File: config.mk
export PLATFORM = sky130hd
export DESIGN_NAME = seq_gen_tx
export DESIGN_NICKNAME = d
export VERILOG_FILES = /design/src/rtl/seq_gen_tx_pkg.sv /design/src/rtl/seq_gen_tx_piso_shreg.sv /design/src/rtl/seq_gen_tx.sv
export SDC_FILE = /design/constraint.sdc
export NUM_CORES = 1
export LEC_CHECK = 0
export ABC_AREA = 1
export BUFFER_PORTS_ARGS = -buffer_cell sky130_fd_sc_hd__buf_2
export CORE_MARGIN = 2
export CORE_UTILIZATION = 55
export CTS_CLUSTER_DIAMETER = 120
export DETAILED_ROUTE_END_ITERATION = 10
export PLACE_DENSITY = 0.8
export SLEW_MARGIN = 10
export SYNTH_ARGS = -nofsm -noshare
export SYNTH_HDL_FRONTEND = slang
export SYNTH_HIERARCHICAL = 1
export SYNTH_SLANG_ARGS = --single-unit
export TNS_END_PERCENT = 50
File: constraint.sdc
create_clock -name clk -period 2.4 [get_ports clk]
set_input_delay 0.24 -clock clk [delete_from_list [all_inputs] [get_ports clk]]
set_output_delay 0.24 -clock clk [all_outputs]
set_load 0.01 [all_outputs]
File: src/rtl/seq_gen_tx_pkg.sv
// Shared constants and state encoding for the serial "101" frame transmitter
// and the detector lab that consumes its stream.
package seq_pkg;

  typedef enum logic [1:0] {
    IDLE = 2'd0,
    SYNC = 2'd1,
    DATA = 2'd2,
    GAP  = 2'd3
  } seq_state_e;

  localparam logic [2:0] SYNC_PATTERN = 3'b101;
  localparam int unsigned SYNC_LEN = 3;

  function automatic int unsigned max3(input int unsigned a, input int unsigned b,
                                       input int unsigned c);
    int unsigned m;
    m = a;
    if (b > m) m = b;
    if (c > m) m = c;
    return m;
  endfunction

  // ord counts sync bits in transmit order (0 = first); pattern is sent MSB-first
  function automatic logic sync_bit(input logic [1:0] ord);
    logic [1:0] idx;
    idx = 2'(SYNC_LEN - 1) - ord;
    return (ord < 2'(SYNC_LEN)) ? SYNC_PATTERN[idx] : 1'b0;
  endfunction

endpackage

File: src/rtl/seq_gen_tx_piso_shreg.sv
// Parallel-in serial-out shift register holding the data word of the frame
// in flight; msb is the next data bit to go on the line.
module piso_shreg #(
  parameter int DATA_W = 8
) (
  input  logic              clk,
  input  logic              rst_n,
  input  logic              load,
  input  logic              shift,
  input  logic [DATA_W-1:0] d,
  output logic              msb
);

  logic [DATA_W-1:0] shreg;

  always_ff @(posedge clk or negedge rst_n) begin
    if (!rst_n) begin
      shreg <= '0;
    end else if (load) begin
      shreg <= d;
    end else if (shift) begin
      shreg <= shreg << 1;
    end
  end

  assign msb = shreg[DATA_W-1];

endmodule

File: src/rtl/seq_gen_tx.sv
// Serial frame transmitter: sync 1-0-1, DATA_W data bits MSB-first, then
// GAP_CYCLES idle zeros, one bit per clock, word accepted over valid/ready.
module seq_gen_tx
  import seq_pkg::*;
#(
  parameter int DATA_W     = 8,
  parameter int GAP_CYCLES = 2
) (
  input  logic              clk,
  input  logic              rst_n,
  input  logic [DATA_W-1:0] in_data,
  input  logic              in_valid,
  output logic              in_ready,
  output logic              seq_out,
  output logic              busy,
  output logic              frame_done,
  output logic [1:0]        state_out
);

  localparam int CNT_W = $clog2(max3(SYNC_LEN, DATA_W, GAP_CYCLES)) + 1;
  localparam logic [CNT_W-1:0] SYNC_LAST = CNT_W'(SYNC_LEN - 1);
  localparam logic [CNT_W-1:0] DATA_LAST = CNT_W'(DATA_W - 1);
  localparam logic [CNT_W-1:0] GAP_LAST  = CNT_W'(GAP_CYCLES - 1);

  seq_state_e       state;
  logic [CNT_W-1:0] cnt;
  logic             load;
  logic             shift;
  logic             msb;

  always_comb begin
    in_ready  = (state == IDLE);
    busy      = (state != IDLE);
    state_out = state;
    load      = in_valid && (state == IDLE);
    // msb is consumed on the last sync edge and on every data edge but the last
    shift     = ((state == SYNC) && (cnt == SYNC_LAST)) ||
                ((state == DATA) && (cnt != DATA_LAST));
  end

  piso_shreg #(.DATA_W(DATA_W)) u_shreg (
    .clk   (clk),
    .rst_n (rst_n),
    .load  (load),
    .shift (shift),
    .d     (in_data),
    .msb   (msb)
  );

  // seq_out is computed for the state being entered, so the first sync bit
  // appears in the cycle right after the handshake edge.
  always_ff @(posedge clk or negedge rst_n) begin
    if (!rst_n) begin
      state      <= IDLE;
      cnt        <= '0;
      seq_out    <= 1'b0;
      frame_done <= 1'b0;
    end else begin
      frame_done <= 1'b0;
      case (state)
        IDLE: begin
          cnt     <= '0;
          seq_out <= 1'b0;
          if (in_valid) begin
            state   <= SYNC;
            seq_out <= sync_bit(2'd0);
          end
        end
        SYNC: begin
          if (cnt == SYNC_LAST) begin
            state   <= DATA;
            cnt     <= '0;
            seq_out <= msb;
          end else begin
            cnt     <= cnt + 1'b1;
            seq_out <= sync_bit(cnt[1:0] + 2'd1);
          end
        end
        DATA: begin
          if (cnt == DATA_LAST) begin
            state      <= GAP;
            cnt        <= '0;
            seq_out    <= 1'b0;
            frame_done <= 1'b1;
          end else begin
            cnt     <= cnt + 1'b1;
            seq_out <= msb;
          end
        end
        GAP: begin
          seq_out <= 1'b0;
          if (cnt == GAP_LAST) begin
            state <= IDLE;
            cnt   <= '0;
          end else begin
            cnt <= cnt + 1'b1;
          end
        end
        default: begin
          state   <= IDLE;
          cnt     <= '0;
          seq_out <= 1'b0;
        end
      endcase
    end
  end

endmodule

# [Word-level counts from Yosys, hierarchy flattened]
# Index checks and enable logic that the tools add are counted.
[totals] regBits=16 in_bits=11 output_inout_bits=6 elab_cells=49
[op_classes] n_addsub=3 magnitude_cmp=2 n_eq_ne=11 muxes=20 n_reduce_logical=8
[ops] operator="2-to-1 mux 8 bit" n=2
[ops] operator="one-hot mux 4 bit (4 select lines)" n=1
[ops] operator="2-to-1 mux 4 bit" n=3
[ops] operator="2-to-1 mux 2 bit" n=4
[ops] operator="one-hot mux 2 bit (4 select lines)" n=1
[ops] operator="2-to-1 mux 1 bit" n=7
[ops] operator="adder 4 x 1 -> 4 bit, second input constant" n=1
[ops] operator="equality test 2 bit, second input constant" n=2
[ops] operator="equality test 4 x 1 -> 1 bit, second input constant" n=1
[ops] operator="equality test 4 x 2 -> 1 bit, second input constant" n=1
[ops] operator="equality test 4 x 3 -> 1 bit, second input constant" n=1
[ops] operator="!= test 2 x 1 -> 1 bit, second input constant" n=2
[ops] operator="!= test 2 bit, second input constant" n=2
[ops] operator="!= test 4 x 3 -> 1 bit, second input constant" n=1
[ops] operator="one-hot mux 1 bit (4 select lines)" n=1
[ops] operator="AND reduction 4 bit" n=1
[ops] operator="nonzero test 2 bit" n=2
[ops] operator="logical AND 1 bit" n=3
[ops] operator="less-than comparator 2 x 3 -> 1 bit, second input constant" n=1
[ops] operator="adder 2 x 1 -> 2 bit, second input constant" n=1
[ops] operator="binary-select mux 1 bit (select 2 bit)" n=1
[ops] operator="equality test 2 x 1 -> 1 bit, second input constant" n=1
[ops] operator="logical NOT 2 bit" n=1
[ops] operator="less-than comparator 2 bit, second input constant" n=1
[ops] operator="2 further kinds" n=2

# [Longest topological paths before layout]
[depth] word_depth=7 depth_mapped=9 mapped_depth_nobuf=9

# [By module]
# The synthesis kept the hierarchy.
[modules_own_cells] mod="seq_gen_tx" instances=1 cells_per_inst=75 area_per_inst_um2=570.5 seq_area_each_um2=200.2
[modules_own_cells] mod="piso_shreg" instances=1 cells_per_inst=43 area_per_inst_um2=376.6 seq_area_each_um2=200.2

# [Least setup slack after synthesis]
# OpenSTA, ideal clock, no wires.
[synth_timing] path_type="reg2reg" from="reg state[0] (netlist: state_out[0])" to="reg state[0] (netlist: state_out[0])" setup_time_ns=0.117 t_arrival_ns=1.262 required_ns=2.283 slack_ns=1.021 stages_incl_launch_ff=9 path_buffers=0 synth_period_minus_slack_ns=1.379 path_cell_list="dfrtp_1 inv_1 ha_1 inv_1 nor2_1 a21oi_2 nand2_2 nand2_1 nand2_1"
[synth_via] elab_chain_cells=3 word_cells_on_any_way=10 cone_classes="7 x eq/ne; 1 x mux; 2 x reduce/logical"
[synth_rtl] element="from (decl)" line="seq_gen_tx.sv:25" source="seq_state_e state;"
[synth_rtl] element="from (signal assigned)" line="seq_gen_tx.sv:54" source="state <= IDLE;"
[synth_rtl] element="from (signal assigned)" line="seq_gen_tx.sv:65" source="state <= SYNC;"
[synth_rtl] element="from (signal assigned)" line="seq_gen_tx.sv:71" source="state <= DATA;"
[synth_rtl] element="logical NOT 2 bit *"
[synth_rtl] element="via in_ready" line="seq_gen_tx.sv:13" source="output logic in_ready,"
[synth_rtl] element="!= test 2 bit (no source line)"
[synth_rtl] element="AND reduction 4 bit (no source line)"
# The timed path passes the listed nets; every way through them passes the cells marked *.
# A chain may end at the register's enable or synchronous reset.

# [Worst setup path after layout]
[layout_timing] from="reg state[0] (netlist: state_out[0])" to="reg u_shreg.shreg[3]"
[layout_via] word_cells_on_any_way=9 cone_classes="2 x eq/ne; 1 x mux; 6 x reduce/logical"
[layout_rtl] element="logical NOT 2 bit *" line="seq_gen_tx.sv:35" source="load = in_valid && (state == IDLE);"
[layout_rtl] element="logical AND 1 bit *" line="seq_gen_tx.sv:35"
[layout_rtl] element="via load" line="seq_gen_tx.sv:27" source="logic load;"
[layout_rtl] element="2-to-1 mux 8 bit or nonzero test 2 bit (tied branches)"
[layout_rtl] element="to (signal assigned)" line="seq_gen_tx_piso_shreg.sv:22" source="shreg <= shreg << 1;"
[layout_rtl] element="to (decl)" line="seq_gen_tx_piso_shreg.sv:14" source="logic [DATA_W-1:0] shreg;"
# Marks and branches as above.

==> run_results.csv <==
group,metric,value,unit
power_and_ir_drop,ir_worst_vdd,0.8648,mV
floorplanning,die-area,2070,um2
critical_path,r2r_cells,7,
logic_synthesis,synthTopCellsByArea,"dfrtp_1, nand3_1, nand2_1, ha_1, inv_1",
grt,grt_pass1_wl,2.932,mm
grt,grt_max_degree,17,
clocking,ctsResizeCount,0,
floorplanning,coreArea,1559,um2
grt,grt_pass1_vias,707,
floorplanning,rows,14,
clocking,clock_latency,0.29,ns
clocking,root_buffer,"clkbuf_4",
timing,setup_tns,0,ns
placement,place_inst,148,
grt,antenna_found_initial,0,
critical_path,cp-end-kind,"flip-flop",
clocking,cts_max_level,1,
logic_synthesis,synth_top_area_share,0.4227,
min_path,hold_depth,3,
critical_path,startpoint_type,"flip-flop",
timing,setup_viol,0,
timing,timing.final.ws_setup,0.7899,ns
flow_run,drv_cap,0,
layout,final_cell_mix,"nand2_1, nand3_1, dfrtp_1, buf_2, inv_1",
detailed_routing,wl_per_cell,11.48,um
grt,grt.total_usage,0.1980,
detailed_routing,drtIter0Drc,25,
floorplanning,die_w,45.50,um
logic_synthesis,syn-num-nets,137,
timing,fin_crit_sh,0.6709,
detailed_routing,routed_wl,1.757,mm
layout,fin_cells,153,
placement,post-place-ws,0.8252,ns
logic_synthesis,ys_seq_area_frac,0.4227,
timing,rsz0062_at_grt,"no",
detailed_routing,ant_nets,0,
clocking,cts.path.max_buffers,2,
clocking,cts.sinks,16,
critical_path,cp.arrival,1.79,ns
min_path,hold_start,"in_data[0]",
power_and_ir_drop,total_power,1.293,mW
layout,n_antenna_cell,0,
outcome,outcome,"complete, no violations",
layout,layout-drive-gt1-share,0.2263,
timing,finalHoldViolCount,0,
timing,layout_min_cycle_time,1.610,ns
detailed_routing,drt_first_pass_iters,4,
placement,dpl_cell_area,1028,um2
clocking,numCtsBuffers,3,
timing,finalClockSkew,0.002847,ns
timing,worst_pin_slew,0.4158,ns
layout,final_area,1075,um2
placement,hpwl,1.292,mm
logic_synthesis,synth_cell_type_count,18,
grt,grt-ovfl-total,0,
logic_synthesis,synth_warnings,6,
floorplanning,io_pins,17,
placement,port_buffers,16,
critical_path,crit_required,2.58,ns
critical_path,critPathKind,"flip-flop to flip-flop",
critical_path,rr_endpoint,"u_shreg/shreg[3]",
critical_path,worstReg2RegStart,"state_out[0]",
timing,timing.fmax,621.1,MHz
layout,mostFrequentLayoutCell,"nand2_1",
layout,nets,157,
timing,relSlewSlack,0.7225,
critical_path,worstPathMaxFanout,10,
placement,place.gp.congestion,0.8202,
clocking,cts_tree,"done",
timing,whs,0.1509,ns
floorplanning,die_h,45.50,um
timing,maxSlewViolCount,0,
critical_path,rrSetupSlack,0.79,ns
logic_synthesis,syn_inst,118,
detailed_routing,drc,0,
min_path,min_to,"u_shreg/shreg[0]",
layout,fin_util,0.6894,
power_and_ir_drop,p_per_area,1203,nW/um2
logic_synthesis,syn_avg_cell_area,8.027,um2
layout,area_delta_synth_final,13.47,%
logic_synthesis,ys_seq_elements,16,
floorplanning,initial_core_util,0.6075,
detailed_routing,viasPerCell,5.085,
logic_synthesis,syn_area,947.2,um2
min_path,min_path_type,"input pin to flip-flop",
logic_synthesis,synth_top_area_cell,"dfrtp_1",
clocking,clk_pin_slew_worst_paths,0.10,ns
detailed_routing,num_vias,778,
power_and_ir_drop,power_leakage,0.6236,nW
[cells by family after synthesis]
logic type                 share of synthesized area
AOI/OAI and AO/OA                            0.01453
and+or+nand+nor                               0.3633
DFF                                           0.4227
xor gates and xnor gates                    0.009249
buffers and inverters                        0.08454
adders and majority gates                     0.1057
[synthesized netlist by cell type]
cell / instances
inv_2: 1
a21oi_2: 1
buf_4: 1
nand2_1: 32
nor2_8: 1
dfrtp_1: 16
nand2_2: 5
a21oi_1: 1
inv_1: 14
ha_1: 8
nand3_1: 26
xor2_1: 1
or2_2: 1
nor2_2: 1
clkinv_2: 1
buf_6: 1
nor2_1: 6
nand3b_1: 1
[critical path: stages (launching register included)]
cell and delay (ns):
dfrtp_1 0.43, inv_1 0.13, ha_1 0.20, nand2_1 0.06, inv_1 0.32, inv_2 0.14
nand3_1 0.12, nand3_1 0.09
[power by group]
group          internal, mW  switching, mW  leakage (nW)
Clock                0.0924         0.0895        0.0210
Combinational         0.251          0.421         0.396
Sequential            0.369         0.0699         0.207
Total                 0.712          0.581         0.624
[repair_timing]
action | in CTS | in global routing
hold buffers | 1 | 0
buffers inserted | 0 | 0
endpoints found under the hold margin | 16 | 0
endpoints found under the setup margin | 0 | 0
[area by class of cell]
cell class                 instances  area [um2]
fill                             128       484.2
multi-input combinational         84       466.7
sequential                        16       400.4
timing repair buffer              17       90.09
inverter                          16       61.31
clock buffer                       4       36.28
tap                               16       20.02
[per-layer routing]
metal / share of wire / up-vias / global-route usage
li1: - / 407 / -
met3: 0.062 / 2 / 0.04762
met5: 0 / - / 0
met4: 0.0085 / 0 / 0.05294
met2: 0.44 / 32 / 0.2930
met1: 0.49 / 337 / 0.2886
[state kept, by name, indices dropped and copies added, names as in the netlist]
signal	cells
frame_done	1
cnt	4
u_shreg/shreg	8
seq_out	1
state_out	2
[how the worst max path moves through the flow]
stage | from | end | slack [ns]
detailed placement | state_out[0] | u_shreg/shreg[2] | 0.83
CTS | state_out[0] | u_shreg/shreg[3] | 0.79
global placement | state_out[0] | u_shreg/shreg[2] | 0.86
finish | state_out[0] | u_shreg/shreg[3] | 0.79
global route | state_out[0] | u_shreg/shreg[7] | 0.65
floorplan | state_out[0] | state_out[0] | 1.02
(Power assumes the default switching activity.)
